File: src/rtl/iserdes_bitslip_calib.sv
// Word-alignment controller for the 1:8 DDR ISERDES read lanes.
// It resets the ISERDES bank and then trains one lane at a time. On each lane it
// issues BITSLIP pulses until the deserialized word matches PATTERN for
// MATCH_COUNT consecutive cycles.
//
// state  | meaning
// -------+---------------------------------------------------------------
// IDLE   | waiting for i_start after reset
// ISRST  | one setup cycle, then ISERDES RST held high for RST_CYCLES
// SETTLE | waiting for the lane word to stabilise; i_data is ignored
// CHECK  | comparing the current lane word with PATTERN, counting the run
// SLIP   | single-cycle BITSLIP on the current lane
// NEXT   | lane finished (locked or failed); advance or finish
// DONE   | calibration complete; results held until the next i_start
module iserdes_bitslip_calib #(
  parameter int          LANES         = 8,
  parameter logic [7:0]  PATTERN       = 8'h3C,
  parameter int          RST_CYCLES    = 4,
  parameter int          SETTLE_CYCLES = 3,
  parameter int          MATCH_COUNT   = 4
) (
  input  logic                 i_clk,
  input  logic                 i_rst_n,
  input  logic                 i_start,
  input  logic [LANES*8-1:0]   i_data,
  output logic                 o_iserdes_rst,
  output logic [LANES-1:0]     o_bitslip,
  output logic                 o_busy,
  output logic                 o_done,
  output logic [LANES-1:0]     o_fail,
  output logic [LANES*3-1:0]   o_slip_count
);

  localparam int LW   = (LANES > 1) ? $clog2(LANES) : 1;
  localparam int CMAX = (RST_CYCLES > SETTLE_CYCLES) ? RST_CYCLES : SETTLE_CYCLES;
  localparam int CW   = $clog2(CMAX + 1);
  localparam int MW   = $clog2(MATCH_COUNT + 1);

  typedef enum logic [2:0] {
    IDLE, ISRST, SETTLE, CHECK, SLIP, NEXT, DONE
  } state_t;

  state_t          state;
  logic [LW-1:0]   lane;
  logic [CW-1:0]   cnt;
  logic [MW-1:0]   match_cnt;
  logic [2:0]      slip_q [LANES];
  logic [7:0]      word;
  logic [2:0]      slip_cur;

  assign word     = i_data[int'(lane)*8 +: 8];
  assign slip_cur = slip_q[lane];

  // Expose the per-lane slip registers as the packed count bus.
  for (genvar k = 0; k < LANES; k++) begin : g_cnt
    assign o_slip_count[3*k +: 3] = slip_q[k];
  end

  // Calibration sequencer: state, timers and all registered outputs.
  always_ff @(posedge i_clk or negedge i_rst_n) begin
    if (!i_rst_n) begin
      state         <= IDLE;
      lane          <= '0;
      cnt           <= '0;
      match_cnt     <= '0;
      o_iserdes_rst <= 1'b0;
      o_bitslip     <= '0;
      o_busy        <= 1'b0;
      o_done        <= 1'b0;
      o_fail        <= '0;
      for (int k = 0; k < LANES; k++) slip_q[k] <= 3'd0;
    end else begin
      o_bitslip <= '0;
      case (state)
        IDLE, DONE: begin
          if (i_start) begin
            state  <= ISRST;
            lane   <= '0;
            cnt    <= CW'(RST_CYCLES);
            o_busy <= 1'b1;
            o_done <= 1'b0;
            o_fail <= '0;
            for (int k = 0; k < LANES; k++) slip_q[k] <= 3'd0;
          end
        end
        ISRST: begin
          if (cnt != '0) begin
            o_iserdes_rst <= 1'b1;
            cnt           <= cnt - 1'b1;
          end else begin
            o_iserdes_rst <= 1'b0;
            cnt           <= CW'(SETTLE_CYCLES - 1);
            state         <= SETTLE;
          end
        end
        SETTLE: begin
          if (cnt == '0) begin
            match_cnt <= '0;
            state     <= CHECK;
          end else begin
            cnt <= cnt - 1'b1;
          end
        end
        CHECK: begin
          if (word == PATTERN) begin
            if (match_cnt == MW'(MATCH_COUNT - 1)) state <= NEXT;
            else match_cnt <= match_cnt + 1'b1;
          end else if (slip_cur != 3'd7) begin
            // The slip is counted on the same edge that raises the pulse.
            o_bitslip[lane] <= 1'b1;
            slip_q[lane]    <= slip_cur + 3'd1;
            state           <= SLIP;
          end else begin
            // All eight rotations have been tried; the lane stays at seven slips.
            o_fail[lane] <= 1'b1;
            state        <= NEXT;
          end
        end
        SLIP: begin
          cnt   <= CW'(SETTLE_CYCLES - 1);
          state <= SETTLE;
        end
        NEXT: begin
          if (lane == LW'(LANES - 1)) begin
            state  <= DONE;
            o_done <= 1'b1;
            o_busy <= 1'b0;
          end else begin
            lane  <= lane + 1'b1;
            cnt   <= CW'(SETTLE_CYCLES - 1);
            state <= SETTLE;
          end
        end
        default: state <= IDLE;
      endcase
    end
  end

endmodule

File: config.mk
export PLATFORM = sky130hd
export DESIGN_NAME = iserdes_bitslip_calib
export DESIGN_NICKNAME = d
export VERILOG_FILES = /design/src/rtl/iserdes_bitslip_calib.sv
export SDC_FILE = /design/constraint.sdc
export NUM_CORES = 1
export LEC_CHECK = 0
export BUFFER_PORTS_ARGS = -buffer_cell sky130_fd_sc_hd__buf_2
export CAP_MARGIN = 15
export CORE_MARGIN = 3
export CORE_UTILIZATION = 40
export DETAILED_ROUTE_END_ITERATION = 8
export PLACE_DENSITY = 0.79
export REMOVE_ABC_BUFFERS = 1
export SETUP_SLACK_MARGIN = 0.4
export SYNTH_ARGS = -nofsm -noshare
export SYNTH_HDL_FRONTEND = slang
export SYNTH_SLANG_ARGS = --single-unit
File: constraint.sdc
create_clock -name i_clk -period 3.1 [get_ports i_clk]
set_input_delay 0.62 -clock i_clk [delete_from_list [all_inputs] [get_ports i_clk]]
set_output_delay 0.62 -clock i_clk [all_outputs]
set_load 0.005 [all_outputs]
==> run summary <==
STA classifies the critical path endpoint as a register. The core region is 7930 µm². The cell that appears most often on the critical path is sky130_fd_sc_hd__o21ai_0.

The first global-routing pass estimated 15200 µm of wire. CTS saw 55 sinks. Hold is met by 0.422 ns. The normalized max-slew margin was 0.536; the maximum clock insertion buffer count was 2. Layout overhead on the synthesized area: 24.5%. Grouping stages by cell kind, the critical path spends the most delay in compound AO/OA/AOI/OAI gates. The fraction of layout cells with a size suffix above 1 works out to 0.364. The initial antenna violation count is 0.

The pre-antenna-repair detailed-routing pass consisted of 5 iterations. TritonCTS created 5 clock buffers. After synthesis, the mean cell area works out to 9.14 µm². In the final routed layout, each cell accounts on average for 16.6 µm. The arrival time reported for the critical path endpoint was 2.85 ns. Leaving out fill and tap cells, the most frequent cell in the layout is sky130_fd_sc_hd__buf_2. Entering global routing, the biggest net connects 56 pins. Share of flip-flops with an asynchronous set or reset: 1.00.

The worst setup path is launched from a register. The horizontal extent of the die was 97.6 µm. The clock transition at the register clock pins on the worst setup and hold paths after CTS is 0.10 ns.

The die is 97.6 µm tall. The largest individual stage delay along the critical path comes from the cell sky130_fd_sc_hd__dfrtp_2. The H-tree generated during clock tree synthesis spans 2 levels. In the layout the commonest cells are sky130_fd_sc_hd__buf_2, sky130_fd_sc_hd__dfrtp_1, sky130_fd_sc_hd__nand2_1. The buffers plus inverters on the worst setup path is 1. The post-synthesis sequential area ratio is 0.410, and the mean number of vias per cell is 5.71. The largest single stage delay on the critical path is 0.42 ns.

Counting flops with a built-in enable in the synthesized netlist gives 0. Timing analysis after detailed placement gives a worst setup slack of 0.166 ns. The number of top-level design ports was 110; the clock latency on the worst-skew pair was 0.32 ns. The met1 routing resource usage after global routing is 0.257, and the worst voltage drop across the vdd grid is 292 µV. The number of global-route vias before repair was 3158. The post-detailed-placement half-perimeter wirelength was 6970 µm. The logs give 4180 µm² for the total non-filler cell area in the finished layout and 0 for the number of diodes added for antenna fixing. The logs give 549 for the number of nets at the end of the flow and 2.01 nW for the leakage dissipation. For this block, the initial DRC count from the detailed router was 247. The detailed router placed 3294 vias in this run. The shortest clock period the worst path allows after layout works out to 2.66 ns.

The class of the worst hold path was primary input to asynchronous set/reset pin. Setup repair after global routing could not meet its margin everywhere. The period utilization was 0.859. The tree is rooted in a sky130_fd_sc_hd__clkbuf_8. Initial core utilization: 0.423. met2 is the most crowded layer. Remaining antenna violation count after routing: 0. For this run, design rule violations remaining after detail routing come to 0. The cell count after synthesis came out at 367.

Highest fanout seen on the critical path: 8. The tools report the number of maximum-capacitance constraint violations as 0. The number of storage elements in the synthesis netlist was 55. Setup violations remaining at the end of the flow were counted as 0. The class of the most critical setup path is register to register. The signal on the critical path passes through buf_4, o21ai_0, a221oi_1, a21oi_1, a221o_1, ha_1, ha_4, o21ai_4, o21ai_0, a21oi_2, o32ai_1.

Static timing analysis puts the maximum clock frequency at 0.376 GHz. The tools report the total global-route track usage as 0.195. TritonCTS built the clock tree. The logs give 0.0380 for the routing usage on met3 and 0 for the final number of hold-violating endpoints. For the final routed database, the setup TNS stands at 0 ns.

The tools report the count of final max-slew check failures as 0. For the required time at the endpoint of the critical path, the log shows 3.29 ns. Yosys printed 0 warnings. For this design the ratio of total power to cell area is 647 nW/µm².

In this run the tool buffered the top-level ports with 109 buffer cells. The met2 global-route usage is 0.322, and the post-synthesis instance area is 3360 µm². The logs give 2.70 mW for the overall power of the completed layout and 32 for the floorplan row count. The die covers 9520 µm².

The flow ran to the end, and the final reports show no timing, DRC or antenna violations. The total cell area at the placement stage was 3990 µm². The unique cell type count in the Yosys netlist came out at 56. For this run the aggregate overflow at the end of global routing stands at 0. The worst-case clock skew was 0.0107 ns; the last weighted congestion value of the routability-driven placer was 0.985.

Setup slack closes at 0.438 ns. Among all flip-flop cells after synthesis, the most frequent one is sky130_fd_sc_hd__dfrtp_1. The transition time at the pin with the least slew margin was 0.696 ns; the final wirelength was 9550 µm.
## worst paths after layout
path                       depth (start not counted)         start  slack [ns]              end
max                                               11       lane[2]        0.44  o_slip_count[0]
min                                                2       i_rst_n        0.42     o_bitslip[7]
max reg2reg                                       11       lane[2]        0.44  o_slip_count[0]
min reg2reg                                        1  match_cnt[0]        0.50     match_cnt[0]
max in group asynchronous                          2       i_rst_n        2.17          lane[1]
min in group i_clk                                 1  match_cnt[0]        0.50     match_cnt[0]
## per-layer routing
layer | part of all wire | wire (µm)
met5 | 0 | 0
met4 | 0.019 | 182
met3 | 0.092 | 876
met2 | 0.48 | 4590
met1 | 0.41 | 3910
## what timing repair did
action | CTS | global route
gates resized for setup | 7 | 17
buffers inserted | 0 | 4
pin swaps | 0 | 2
gates cloned | 0 | 0
setup endpoints to repair | 31 | 33
hold buffers | 0 | 0
## metrics by stage
stage	instances	util
2_1_floorplan	342	-
3_3_place_gp	565	0.504
3_5_place_dp	565	0.504
4_1_cts	573	0.518
5_1_grt	577	0.527
6_report	577	0.527
## flip-flops by register name (all words and copies together) (netlist names)
name and flops:
state 3, o_done 1, lane 3, o_busy 1
o_fail 8, o_slip_count 24, cnt 3, o_iserdes_rst 1
match_cnt 3, o_bitslip 8
## where the power goes
part | internal (mW) | switching, mW | leakage (nW)
combinational | 0.538 | 0.794 | 1.23
sequential | 0.821 | 0.147 | 0.740
clock | 0.158 | 0.245 | 0.0402
total | 1.52 | 1.19 | 2.01
## cell usage after synthesis (3+ instances only)
library cell	count	area share
sky130_fd_sc_hd__ha_1	8	0.030
sky130_fd_sc_hd__clkbuf_1	12	0.013
sky130_fd_sc_hd__o21ai_1	3	0.0045
sky130_fd_sc_hd__o211ai_1	3	0.0067
sky130_fd_sc_hd__a22o_1	8	0.021
sky130_fd_sc_hd__dfrtp_1	55	0.41
sky130_fd_sc_hd__nand2_1	36	0.040
sky130_fd_sc_hd__o21ai_0	20	0.030
sky130_fd_sc_hd__nor2b_1	8	0.015
sky130_fd_sc_hd__a21oi_2	8	0.021
sky130_fd_sc_hd__mux4_1	5	0.039
sky130_fd_sc_hd__buf_2	5	0.0075
sky130_fd_sc_hd__mux2_2	4	0.013
sky130_fd_sc_hd__nand2b_1	10	0.019
sky130_fd_sc_hd__nand3_1	6	0.0089
sky130_fd_sc_hd__a21oi_1	15	0.022
sky130_fd_sc_hd__nor2_1	36	0.040
sky130_fd_sc_hd__inv_1	32	0.036
sky130_fd_sc_hd__and2_1	4	0.0075
sky130_fd_sc_hd__buf_1	3	0.0034
sky130_fd_sc_hd__a31oi_1	4	0.0075
sky130_fd_sc_hd__or2_2	3	0.0056
sky130_fd_sc_hd__o22ai_1	26	0.048
sky130_fd_sc_hd__mux2i_1	5	0.015
sky130_fd_sc_hd__a211oi_1	4	0.0089
sky130_fd_sc_hd__nor3_1	5	0.0075
## area by class of cell
type                            count  area, µm²
Inverter                           32        120
Sequential cell                    55       1380
Tap cell                          102        128
Timing Repair Buffer              125        678
Clock inverter                      3       20.0
Multi-Input combinational cell    255       1780
Clock buffer                        5       68.8
Fill cell                         747       3750
## cell families (layout without fill, tap and decap cells)
group / after synthesis / after routing / synth area share
and+or+nand+nor: 123 / 123 / 0.184
adders and majority gates: 8 / 8 / 0.0298
AOI/OAI and AO/OA: 107 / 107 / 0.216
buffers and inverters: 57 / 165 / 0.0772
xor gates and xnor gates: 1 / 1 / 0.00261
DFF: 55 / 55 / 0.410
muxes: 16 / 16 / 0.0809
Power figures use the tool's default switching activity.
